**src/rtl/spi_pkg.sv**
```systemverilog
// Shared types and constants for the SPI slave front end.
package spi_pkg;

   typedef enum logic [2:0] {
      IDLE,
      CHK_CMD,
      WRITE,
      READ_ADD,
      READ_DATA
   } state_e;

   localparam logic [1:0] CMD_WR_ADDR = 2'b00;
   localparam logic [1:0] CMD_WR_DATA = 2'b01;
   localparam logic [1:0] CMD_RD_ADDR = 2'b10;
   localparam logic [1:0] CMD_RD_DATA = 2'b11;

   localparam int DEF_DATA_W = 8;
   localparam int FRAME_W    = DEF_DATA_W + 2;

endpackage

```
**src/rtl/spi_tx_serializer.sv**
```systemverilog
// Read-reply shifter: captures a RAM word on load and walks it out MSB-first on MISO.
module spi_tx_serializer #(
   parameter int DATA_W = 8
) (
   input  logic              clk_i,
   input  logic              rst_n_i,
   input  logic              clear_i,
   input  logic              load_i,
   input  logic [DATA_W-1:0] data_i,
   output logic              miso_o,
   output logic              busy_o
);

   localparam int CW = $clog2(DATA_W);

   logic [DATA_W-1:0] data_q, data_d;
   logic [CW-1:0]     cnt_q, cnt_d;
   logic              busy_q, busy_d;
   logic              miso_q, miso_d;

   always_ff @(posedge clk_i) begin
      if (!rst_n_i) begin
         data_q <= '0;
         cnt_q  <= '0;
         busy_q <= 1'b0;
         miso_q <= 1'b0;
      end else begin
         data_q <= data_d;
         cnt_q  <= cnt_d;
         busy_q <= busy_d;
         miso_q <= miso_d;
      end
   end

   // The load edge only captures; the first data bit appears on the following edge.
   always_comb begin
      data_d = data_q;
      cnt_d  = cnt_q;
      busy_d = busy_q;
      miso_d = 1'b0;
      if (clear_i) begin
         busy_d = 1'b0;
         cnt_d  = '0;
      end else if (load_i) begin
         data_d = data_i;
         cnt_d  = CW'(DATA_W - 1);
         busy_d = 1'b1;
      end else if (busy_q) begin
         miso_d = data_q[cnt_q];
         if (cnt_q == '0) begin
            busy_d = 1'b0;
         end else begin
            cnt_d = cnt_q - CW'(1);
         end
      end
   end

   assign miso_o = miso_q;
   assign busy_o = busy_q;

endmodule

```
**src/rtl/spi_slave_if.sv**
```systemverilog
// SPI slave front end: deserialises {cmd, payload} frames for the RAM and
// serialises the RAM's read reply back on MISO.
module spi_slave_if
   import spi_pkg::*;
#(
   parameter int DATA_W = DEF_DATA_W
) (
   input  logic              clk_i,
   input  logic              rst_n_i,
   input  logic              SS_n_i,
   input  logic              MOSI_i,
   output logic              MISO_o,
   output logic [DATA_W+1:0] rx_data_o,
   output logic              rx_valid_o,
   input  logic [DATA_W-1:0] tx_data_i,
   input  logic              tx_valid_i
);

   localparam int CNT_W = $clog2(DATA_W + 3);
   localparam logic [CNT_W-1:0] LAST_BIT = CNT_W'(DATA_W + 1);
   localparam logic [CNT_W-1:0] FULL_CNT = CNT_W'(DATA_W + 2);

   state_e            state_q, state_d;
   logic [DATA_W:0]   shreg_q, shreg_d;
   logic [DATA_W+1:0] rx_data_q, rx_data_d;
   logic              rx_valid_q, rx_valid_d;
   logic [CNT_W-1:0]  bit_cnt_q, bit_cnt_d;
   logic              rd_addr_done_q, rd_addr_done_d;
   logic              tx_armed_q, tx_armed_d;
   logic              tx_load;
   logic              tx_busy;

   always_ff @(posedge clk_i) begin
      if (!rst_n_i) begin
         state_q        <= IDLE;
         shreg_q        <= '0;
         rx_data_q      <= '0;
         rx_valid_q     <= 1'b0;
         bit_cnt_q      <= '0;
         rd_addr_done_q <= 1'b0;
         tx_armed_q     <= 1'b0;
      end else begin
         state_q        <= state_d;
         shreg_q        <= shreg_d;
         rx_data_q      <= rx_data_d;
         rx_valid_q     <= rx_valid_d;
         bit_cnt_q      <= bit_cnt_d;
         rd_addr_done_q <= rd_addr_done_d;
         tx_armed_q     <= tx_armed_d;
      end
   end

   // Once a frame is complete the data states just hold, so extra bits are ignored.
   always_comb begin
      state_d        = state_q;
      shreg_d        = shreg_q;
      rx_data_d      = rx_data_q;
      rx_valid_d     = 1'b0;
      bit_cnt_d      = bit_cnt_q;
      rd_addr_done_d = rd_addr_done_q;
      tx_armed_d     = tx_armed_q;
      tx_load        = 1'b0;
      if (state_q != IDLE && SS_n_i) begin
         state_d    = IDLE;
         bit_cnt_d  = '0;
         tx_armed_d = 1'b0;
      end else begin
         case (state_q)
            IDLE: begin
               bit_cnt_d = '0;
               if (!SS_n_i) begin
                  state_d = CHK_CMD;
               end
            end
            CHK_CMD: begin
               shreg_d   = {shreg_q[DATA_W-1:0], MOSI_i};
               bit_cnt_d = CNT_W'(1);
               if (!MOSI_i) begin
                  state_d = WRITE;
               end else if (!rd_addr_done_q) begin
                  state_d = READ_ADD;
               end else begin
                  state_d = READ_DATA;
               end
            end
            default: begin
               if (bit_cnt_q < FULL_CNT) begin
                  shreg_d   = {shreg_q[DATA_W-1:0], MOSI_i};
                  bit_cnt_d = bit_cnt_q + CNT_W'(1);
                  if (bit_cnt_q == LAST_BIT) begin
                     rx_data_d  = {shreg_q, MOSI_i};
                     rx_valid_d = 1'b1;
                     if (state_q == READ_ADD) begin
                        rd_addr_done_d = 1'b1;
                     end
                     if (state_q == READ_DATA) begin
                        rd_addr_done_d = 1'b0;
                        tx_armed_d     = 1'b1;
                     end
                  end
               end else if (state_q == READ_DATA && tx_armed_q && tx_valid_i && !tx_busy) begin
                  tx_load    = 1'b1;
                  tx_armed_d = 1'b0;
               end
            end
         endcase
      end
   end

   spi_tx_serializer #(
      .DATA_W(DATA_W)
   ) u_tx (
      .clk_i  (clk_i),
      .rst_n_i(rst_n_i),
      .clear_i(SS_n_i),
      .load_i (tx_load),
      .data_i (tx_data_i),
      .miso_o (MISO_o),
      .busy_o (tx_busy)
   );

   assign rx_data_o  = rx_data_q;
   assign rx_valid_o = rx_valid_q;

endmodule

```
**config.mk**
```make
export PLATFORM = sky130hd
export DESIGN_NAME = spi_slave_if
export DESIGN_NICKNAME = d
export VERILOG_FILES = /design/src/rtl/spi_pkg.sv /design/src/rtl/spi_tx_serializer.sv /design/src/rtl/spi_slave_if.sv
export SDC_FILE = /design/constraint.sdc
export NUM_CORES = 1
export LEC_CHECK = 0
export ABC_AREA = 1
export CELL_PAD_IN_SITES_DETAIL_PLACEMENT = 1
export CELL_PAD_IN_SITES_GLOBAL_PLACEMENT = 1
export CORE_MARGIN = 5
export CORE_UTILIZATION = 42
export CTS_CLUSTER_DIAMETER = 100
export DETAILED_ROUTE_END_ITERATION = 8
export GPL_TIMING_DRIVEN = 0
export MAX_ROUTING_LAYER = met4
export PLACE_DENSITY = 0.87
export SLEW_MARGIN = 0
export SYNTH_ARGS = -nofsm -noshare
export SYNTH_HDL_FRONTEND = slang
export SYNTH_SLANG_ARGS = --single-unit
```
**constraint.sdc**
```tcl
create_clock -name clk_i -period 2.05 [get_ports clk_i]
set_input_delay 0.41 -clock clk_i [delete_from_list [all_inputs] [get_ports clk_i]]
set_output_delay 0.41 -clock clk_i [all_outputs]
set_load 0.02 [all_outputs]
```
After elaboration in Yosys (flattened, before gate mapping)
Cells that the tools add are included.
{"block": "word_totals", "regBits": 42, "inputBits": 13, "output_inout_bits": 12, "word_cells": 83}
{"block": "op_classes", "n_addsub": 2, "order_cmp": 2, "n_eq_ne": 8, "muxes": 27, "bitwise": 7, "reduce_logical": 26}
{"operator": "$mux W3", "n": 6}
{"operator": "$pmux W9 S2", "n": 1}
{"operator": "$mux W1", "n": 15}
{"operator": "$reduce_bool A2 Y1", "n": 5}
{"operator": "$mux W9", "n": 1}
{"operator": "$pmux W4 S2", "n": 1}
{"operator": "$reduce_and A4 Y1", "n": 2}
{"operator": "$not A1 Y1", "n": 7}
{"operator": "$logic_not A3 Y1", "n": 2}
{"operator": "$pmux W3 S2", "n": 1}
{"operator": "$reduce_and A2 Y1", "n": 3}
{"operator": "$reduce_bool A3 Y1", "n": 2}
{"operator": "$reduce_or A2 Y1", "n": 3}
{"operator": "$reduce_and A5 Y1", "n": 1}
{"operator": "$reduce_or A5 Y1", "n": 1}
{"operator": "$add A4 B1 Y4 const B", "n": 1}
{"operator": "$eq A4 B4 Y1 const B", "n": 1}
{"operator": "$logic_and A1 B1 Y1", "n": 4}
{"operator": "$lt A3 B4 Y1 const B", "n": 1}
{"operator": "$lt A4 B4 Y1 const B", "n": 1}
{"operator": "$mux W4", "n": 1}
{"operator": "$ne A2 B1 Y1 const B", "n": 2}
{"operator": "$ne A2 B2 Y1 const B", "n": 2}
{"operator": "$reduce_or A4 Y1", "n": 1}
{"operator": "7 further kinds", "n": 7}

Depth between registers and ports, before layout
Gate-level depths: netlist of the first run.
{"block": "logic_depth", "depth_word": 10, "mapped_depth": 9, "mapped_depth_nobuf": 9}

Modules after synthesis
Synthesis of the first run repeated with hierarchy kept, for this count alone.
{"block": "hier_totals", "cells_unflattened": 282, "area_unflattened_um2": 1979.4}
{"mod": "spi_slave_if", "n_inst": 1, "cells_each": 196, "area_each_um2": 1380.1, "seq_area_each_um2": 580.6}
{"mod": "spi_tx_serializer", "n_inst": 1, "cells_each": 86, "area_each_um2": 599.3, "seq_area_each_um2": 260.2}

Worst setup path after synthesis of the first run
OpenSTA, ideal clock, no wires.
{"block": "synth_timing", "path_kind": "flip-flop to flip-flop", "startpoint": "register bit_cnt_q[1]", "endpoint": "register rx_data_q[2], in the netlist rx_data_o[2]", "setup_ns": 0.113, "arrival_ns": 1.111, "required_time_ns": 1.937, "path_slack_ns": 0.826, "path_stages_with_launch": 8, "n_path_buf": 0, "period_less_slack_ns": 1.224, "cell_sequence": "dfxtp_1 -> inv_1 -> ha_1 -> nand3_1 -> nor2_2 -> nand3_1 -> nand2_1 -> nor2_1"}
{"block": "synth_via", "elab_chain_len": 2, "word_cells_on_any_way": 3, "classes_between": "1 x order compare; 1 x eq/ne; 1 x reduce/logical"}
{"element": "start, declared", "line": "spi_slave_if.sv:27", "rtl": "logic [CNT_W-1:0] bit_cnt_q, bit_cnt_d;"}
{"element": "start signal, assigned", "line": "spi_slave_if.sv:47", "rtl": "bit_cnt_q <= bit_cnt_d;"}
{"element": "$lt A4 B4 Y1 / $eq A4 B4 Y1 (equally long branches)", "line": "spi_slave_if.sv:87, spi_slave_if.sv:90"}
{"element": "$reduce_and A4 Y1 (no source line) *"}
{"element": "end signal, assigned", "line": "spi_slave_if.sv:45", "rtl": "rx_data_q <= rx_data_d;"}
{"element": "end, declared", "line": "spi_slave_if.sv:25", "rtl": "logic [DATA_W+1:0] rx_data_q, rx_data_d;"}
Mark *: on every way between the ends. The rest lies on a longest branch, timed or not.
A chain may end at the register's enable or synchronous reset.

==> results of run 1 <==
[state kept, by name, indices dropped and copies added, names as in the netlist]
| register | count |
|---|---|
| state_q | 3 |
| shreg_q | 9 |
| tx_armed_q | 1 |
| u_tx.data_q | 8 |
| rx_valid_o | 1 |
| u_tx.busy_o | 1 |
| u_tx.cnt_q | 3 |
| u_tx.miso_o | 1 |
| bit_cnt_q | 4 |
| rx_data_o | 10 |
| rd_addr_done_q | 1 |
[where the power goes]
part           switching [µW]  leakage [µW]  internal, µW  total [µW]
clock                     292     0.0000452           240         532
sequential               18.6      0.000340           841         860
combinational             120      0.000554          71.5         191
total                     430      0.000939          1150        1580
[worst register-to-register path, cell delays in order (launching register included)]
cell and delay (ns):
dfxtp_1 0.44, ha_1 0.18, nand3_1 0.16, nor2_2 0.40, nand3_1 0.15, nand2_1 0.08
nor2_1 0.04
[per-stage QoR]
stage | hold WS, ns | utilization [%] | setup WS (ns) | total power [µW] | cells
2_1_floorplan | 0.452 | - | 0.826 | 1000 | 285
3_3_place_gp | 0.461 | 51.0 | 0.0491 | 1060 | 361
3_5_place_dp | 0.471 | 51.0 | 0.0432 | 1070 | 361
4_1_cts | 0.491 | 52.9 | 0.332 | 1600 | 369
5_1_grt | 0.507 | 52.9 | 0.185 | 1670 | 369
6_report | 0.485 | 52.9 | 0.346 | 1580 | 369
[layout by cell type, fill, tap and decap left out, types with 5 or more instances in the layout]
cell             instances
nand2_1                 58
nor2_1                  54
dfxtp_1                 42
nand3_1                 34
inv_1                   28
clkdlybuf4s50_1         24
a21oi_1                 23
nand4_1                 10
inv_2                    6
nor2_2                   5
clkbuf_8                 5
[synthesized netlist by cell type, drive strengths merged]
master	instances
nor2	62
nand2	59
dfxtp	42
nand3	35
inv	34
a21oi	23
nand4	10
buf	7
ha	4
o21ai	4
a211oi	1
clkbuf	1
nor3	1
or2	1
xor2	1
[layout make-up]
type	count	area [µm²]
multi-input combinational	201	951
sequential	42	841
inverter	34	128
timing repair buffer	24	240
tap	52	65.1
buffer	8	41.3
clock buffer	6	72.6
clock inverter	2	13.8
fill	624	2090
[layer usage]
| layer | up-vias | routed length, µm | global-route usage, % |
|---|---|---|---|
| met3 | 8 | 121 | 3.20 |
| met2 | 20 | 2810 | 35.7 |
| met5 | - | 0 | - |
| met1 | 903 | 2190 | 19.3 |
| li1 | 969 | - | - |
| met4 | 0 | 84 | 8.22 |
[cell families after synthesis]
logic type / Yosys count / share of synthesized area, %
buffers and inverters: 42 / 8.61
adders and majority gates: 4 / 2.55
and+or+nand+nor: 168 / 38.0
AOI/OAI and AO/OA: 28 / 7.47
DFF: 42 / 42.9
xor gates and xnor gates: 1 / 0.447
[how the worst min path moves through the flow]
| stage | start | endpoint | slack [ns] | cells past startpoint |
|---|---|---|---|---|
| 6_report | shreg_q[5] | shreg_q[5] | 0.48 | 2 |
| 2_1_floorplan | shreg_q[0] | shreg_q[0] | 0.45 | 2 |
| 3_3_place_gp | shreg_q[6] | shreg_q[6] | 0.46 | 2 |
| 5_1_grt | rx_data_o[6] | rx_data_o[6] | 0.51 | 2 |
| 3_5_place_dp | rx_data_o[6] | rx_data_o[6] | 0.47 | 2 |
| 4_1_cts | rx_data_o[6] | rx_data_o[6] | 0.49 | 2 |
==> qor.yml, run 1 <==
status: "finished clean"
clockBufferDepth: 2
post_cts_buffers: 0
tightest_slew_ns: 0.465
synthesis.area_mm2: 0.00196
die-area_mm2: 0.00613
routed_via_density: 5.15
die_y_um: 78.3
ant_nets: 0
slew_violations: 0
startpoint: "rst_n_i"
dr.pass1.iters: 4
clockRootBuffer: "clkbuf_8"
slowest_delay_ns: 0.51
skew_ns: 0.00790
post-dp-hpwl_um: 3870
cp.depth: 5
grt-ovfl-total: 0
grt_pass1_wl_um: 9030
grt_max_degree: 14
critical_path_arrival_ns: 1.94
p_per_area_mw_per_mm2: 673
crit_end: "shreg_q[3]"
vias: 1900
hold_viol: 0
worst-setup-path-type: "input pin to flip-flop"
grt_setup_unrepaired: "no"
start_util_pct: 44.1
synthDistinctLibCells: 24
critPathTopFamily: "buffers and inverters"
core-area_mm2: 0.00444
yosysTopAreaCell: "dfxtp_1"
htreeDepth: 2
yosysTopAreaCellShare_pct: 42.9
drtIter0Drc: 50
setup_viol: 0
port_buffers: 24
cp_cell_sequence: "clkdlybuf4s50_1 > clkbuf_1 > buf_1 > nand2_1 > nor2_1"
grt_pass1_vias: 1992
wl_um: 5210
synthesis.instances: 285
maxSlewHeadroom_pct: 69.0
slowest_stage: "clkdlybuf4s50_1"
cp_num_buf_inv: 3
grt_usage_pct: 19.0
gp_congestion: 0.801
r2r_end: "rx_data_o[4]"
final_net_count: 333
row_count: 24
reg2reg_from: "bit_cnt_q[0]"
die_w_um: 78.3
maxCapViolCount: 0
cts_resized: 0
finalCritPeriodShare_pct: 83.1
avgRoutedWirePerCell_um: 14.1
cts_made_buffers: 5
leakagePower_uw: 0.000939
postPlaceCellArea_mm2: 0.00227
drive_gt1_share_pct: 9.15
num_io_pins: 25
ys_ff_latch: 42
syn_avg_cell_area_um2: 6.88
ys_seq_area_share_pct: 42.9
synth_nets: 302
hold_buffers: 0
yosys_warnings: 0
fin_crit_ns: 1.70
cts_tree: "done"
clk_pin_slew_ns: 0.08
ir_worst_vdd_mv: 0.471
rr_worst_depth: 6
min_path_type: "flip-flop to flip-flop"
max_freq_mhz: 587
cp-start-kind: "input pin"
route.detailed.drc: 0
worstPathRequired_ns: 2.29
clk_latency_ns: 0.30
cp-end-kind: "flip-flop"
setup_tns_ns: 0
path_max_fanout: 10
design_area_mm2: 0.00235
ff2ff_setup_slack_ns: 0.51
antenna_found_initial: 0
antenna_cells: 0
ys_top_cells_by_area: "dfxtp_1 43%, nand2_1 11%, nor2_1 10%"
cts.sinks: 42
area.growth.synth_to_final_pct: 20.0
No activity file was read; power rests on OpenSTA's default activity.
==> run 2: changes to the inputs <==
CORE_UTILIZATION = 35   (was 42)
PLACE_DENSITY = 0.78   (was 0.87)
clock period = 1.4 ns   (was 2.05 ns; I/O delays follow)
==> qor.yml, run 2 (same netlist as run 1, synthesis figures left out) <==
tightest_slew_ns: 0.463
placed_cells: 381
slowest_delay_ns: 0.54
antenna_found_initial: 0
slowest_stage: "clkdlybuf4s50_1"
start_util_pct: 35.8
setup_viol: 0
die_y_um: 84.8
critical_path_arrival_ns: 1.54
clockRootBuffer: "clkbuf_8"
fin_crit_ns: 1.32
grt_pass1_wl_um: 8780
dr.pass1.iters: 4
fin_ws_ns: 0.0782
gp_congestion: 0.818
worst-setup-path-type: "input pin to flip-flop"
drive_gt1_share_pct: 15.3
cp-end-kind: "flip-flop"
htreeDepth: 2
clk_latency_ns: 0.31
switching_share_pct: 28.1
clockBufferDepth: 2
num_io_pins: 25
final_cell_mix: "55 x nand2_1, 54 x nor2_1, 37 x dfxtp_1"
ir_worst_vdd_mv: 0.457
leakagePower_uw: 0.00103
post-dp-hpwl_um: 3730
ff2ff_setup_slack_ns: 0.09
pre_cts_ws_ns: -0.508
p_seq_share_pct: 53.2
grt_max_degree: 15
hold_end: "rx_data_o[9]"
max_freq_mhz: 757
holdCritStartpoint: "rx_data_o[9]"
die-area_mm2: 0.00720
pwr-share-clk_pct: 33.9
largest_reg_flops: 10
maxCapViolCount: 0
core-area_mm2: 0.00547
grt_setup_unrepaired: "yes"
path_max_fanout: 10
setup_tns_ns: 0
status: "finished clean"
min_path_type: "flip-flop to flip-flop"
antenna_cells: 0
cts_made_buffers: 5
grt_usage_pct: 15.6
die_w_um: 84.8
rr_worst_depth: 7
wl_um: 5130
skew_ns: 0.00957
ant_nets: 0
cp_cell_sequence: "clkdlybuf4s50_1 > clkbuf_2 > nand2_1 > a211oi_1"
holdWs_ns: 0.484
comb_power_share_pct: 12.9
routed_via_density: 4.80
cp_num_buf_inv: 2
grt-ovfl-total: 0
grt_pass1_vias: 1976
reg2reg_from: "state_q[2]"
route.detailed.drc: 0
final_common_cell: "nand2_1"
maxSlewHeadroom_pct: 69.1
cts_tree: "done"
clk_pin_slew_ns: 0.09
r2r_end: "bit_cnt_q[2]"
finalCritPeriodShare_pct: 94.4
slew_violations: 0
vias: 1886
hold_buffers: 0
final_net_count: 337
port_buffers: 24
row_count: 27
cp-start-kind: "input pin"
cts.sinks: 42
p_per_area_mw_per_mm2: 958
worstPathRequired_ns: 1.62
avgRoutedWirePerCell_um: 13.1
hold_path_depth: 2
area.growth.synth_to_final_pct: 26.0
fin_cells: 393
power.switching_uw: 666
p_int_uw: 1700
drtIter0Drc: 64
hold_viol: 0
critPathTopFamily: "buffers and inverters"
run 2: cell count changes in the layout (fill, tap and decap cells not counted), moves of 2 or more:
cell	previous run	this run
clkbuf_1	2	0
dfxtp_1	42	37
nand2_1	58	55
inv_1	28	26
nand2_2	1	3
buf_4	2	6
dlygate4sd2_1	0	13
nor2_4	3	7
clkdlybuf4s50_1	24	11
dfxtp_2	0	4
nor2_2	5	2
run 2: stage by stage:
step / utilization, % / area (µm²) / power [µW]
2_1_floorplan: - / 1960 / 1470
3_3_place_gp: 41.9 / 2290 / 1550
3_5_place_dp: 41.9 / 2290 / 1560
4_1_cts: 44.1 / 2410 / 2370
5_1_grt: 45.2 / 2470 / 2480
6_report: 45.2 / 2470 / 2370
run 2: worst register-to-register path, stage by stage (launching register included):
cell and delay [ns]:
dfxtp_1 0.36, nor2_4 0.21, inv_2 0.10, nand2_1 0.10
buf_4 0.18, nand2_1 0.10, o21ai_1 0.13, nor2_1 0.05
run 2: timing repair:
action | in CTS | in global routing
hold endpoints to repair | 0 | 0
buffers inserted | 0 | 3
cloned | 1 | 0
gates resized for setup | 25 | 14
pin swaps | 1 | 2
endpoints found under the setup margin | 36 | 32
run 2: how the worst max path moves through the flow:
stage / start / endpoint / cells past startpoint
global placement: rst_n_i / rx_data_o[5] / 5
finish: rst_n_i / bit_cnt_q[3] / 4
detailed placement: rst_n_i / rx_data_o[6] / 5
floorplan: bit_cnt_q[1] / rx_data_o[2] / 7
CTS: state_q[1] / shreg_q[5] / 8
global route: tx_valid_i / u_tx.data_q[7] / 6
run 2: cell type report:
cell class,count,area (µm²)
sequential,42,850
clock inverter,3,21.3
fill,721,3000
timing repair buffer,27,246
inverter,34,130
multi-input combinational,202,1020
tap,72,90.1
clock buffer,5,68.8
buffer,8,46.3
run 2: power by group through the flow:
stage | registers, µW | logic, µW | clock network, µW
2_1_floorplan | 1280 | 187 | 0
3_3_place_gp | 1280 | 268 | 0
3_5_place_dp | 1290 | 278 | 0
4_1_cts | 1260 | 287 | 826
5_1_grt | 1270 | 345 | 865
6_report | 1260 | 305 | 804
run 2: routing by layer:
metal  up-vias  share of wire, %  global-route usage [%]
li1        977                 -                       -
met1       880                44                    16.7
met2        21                51                    28.2
met3         8               3.0                    2.82
met4         0               1.4                    6.47
met5         -                 0                       -
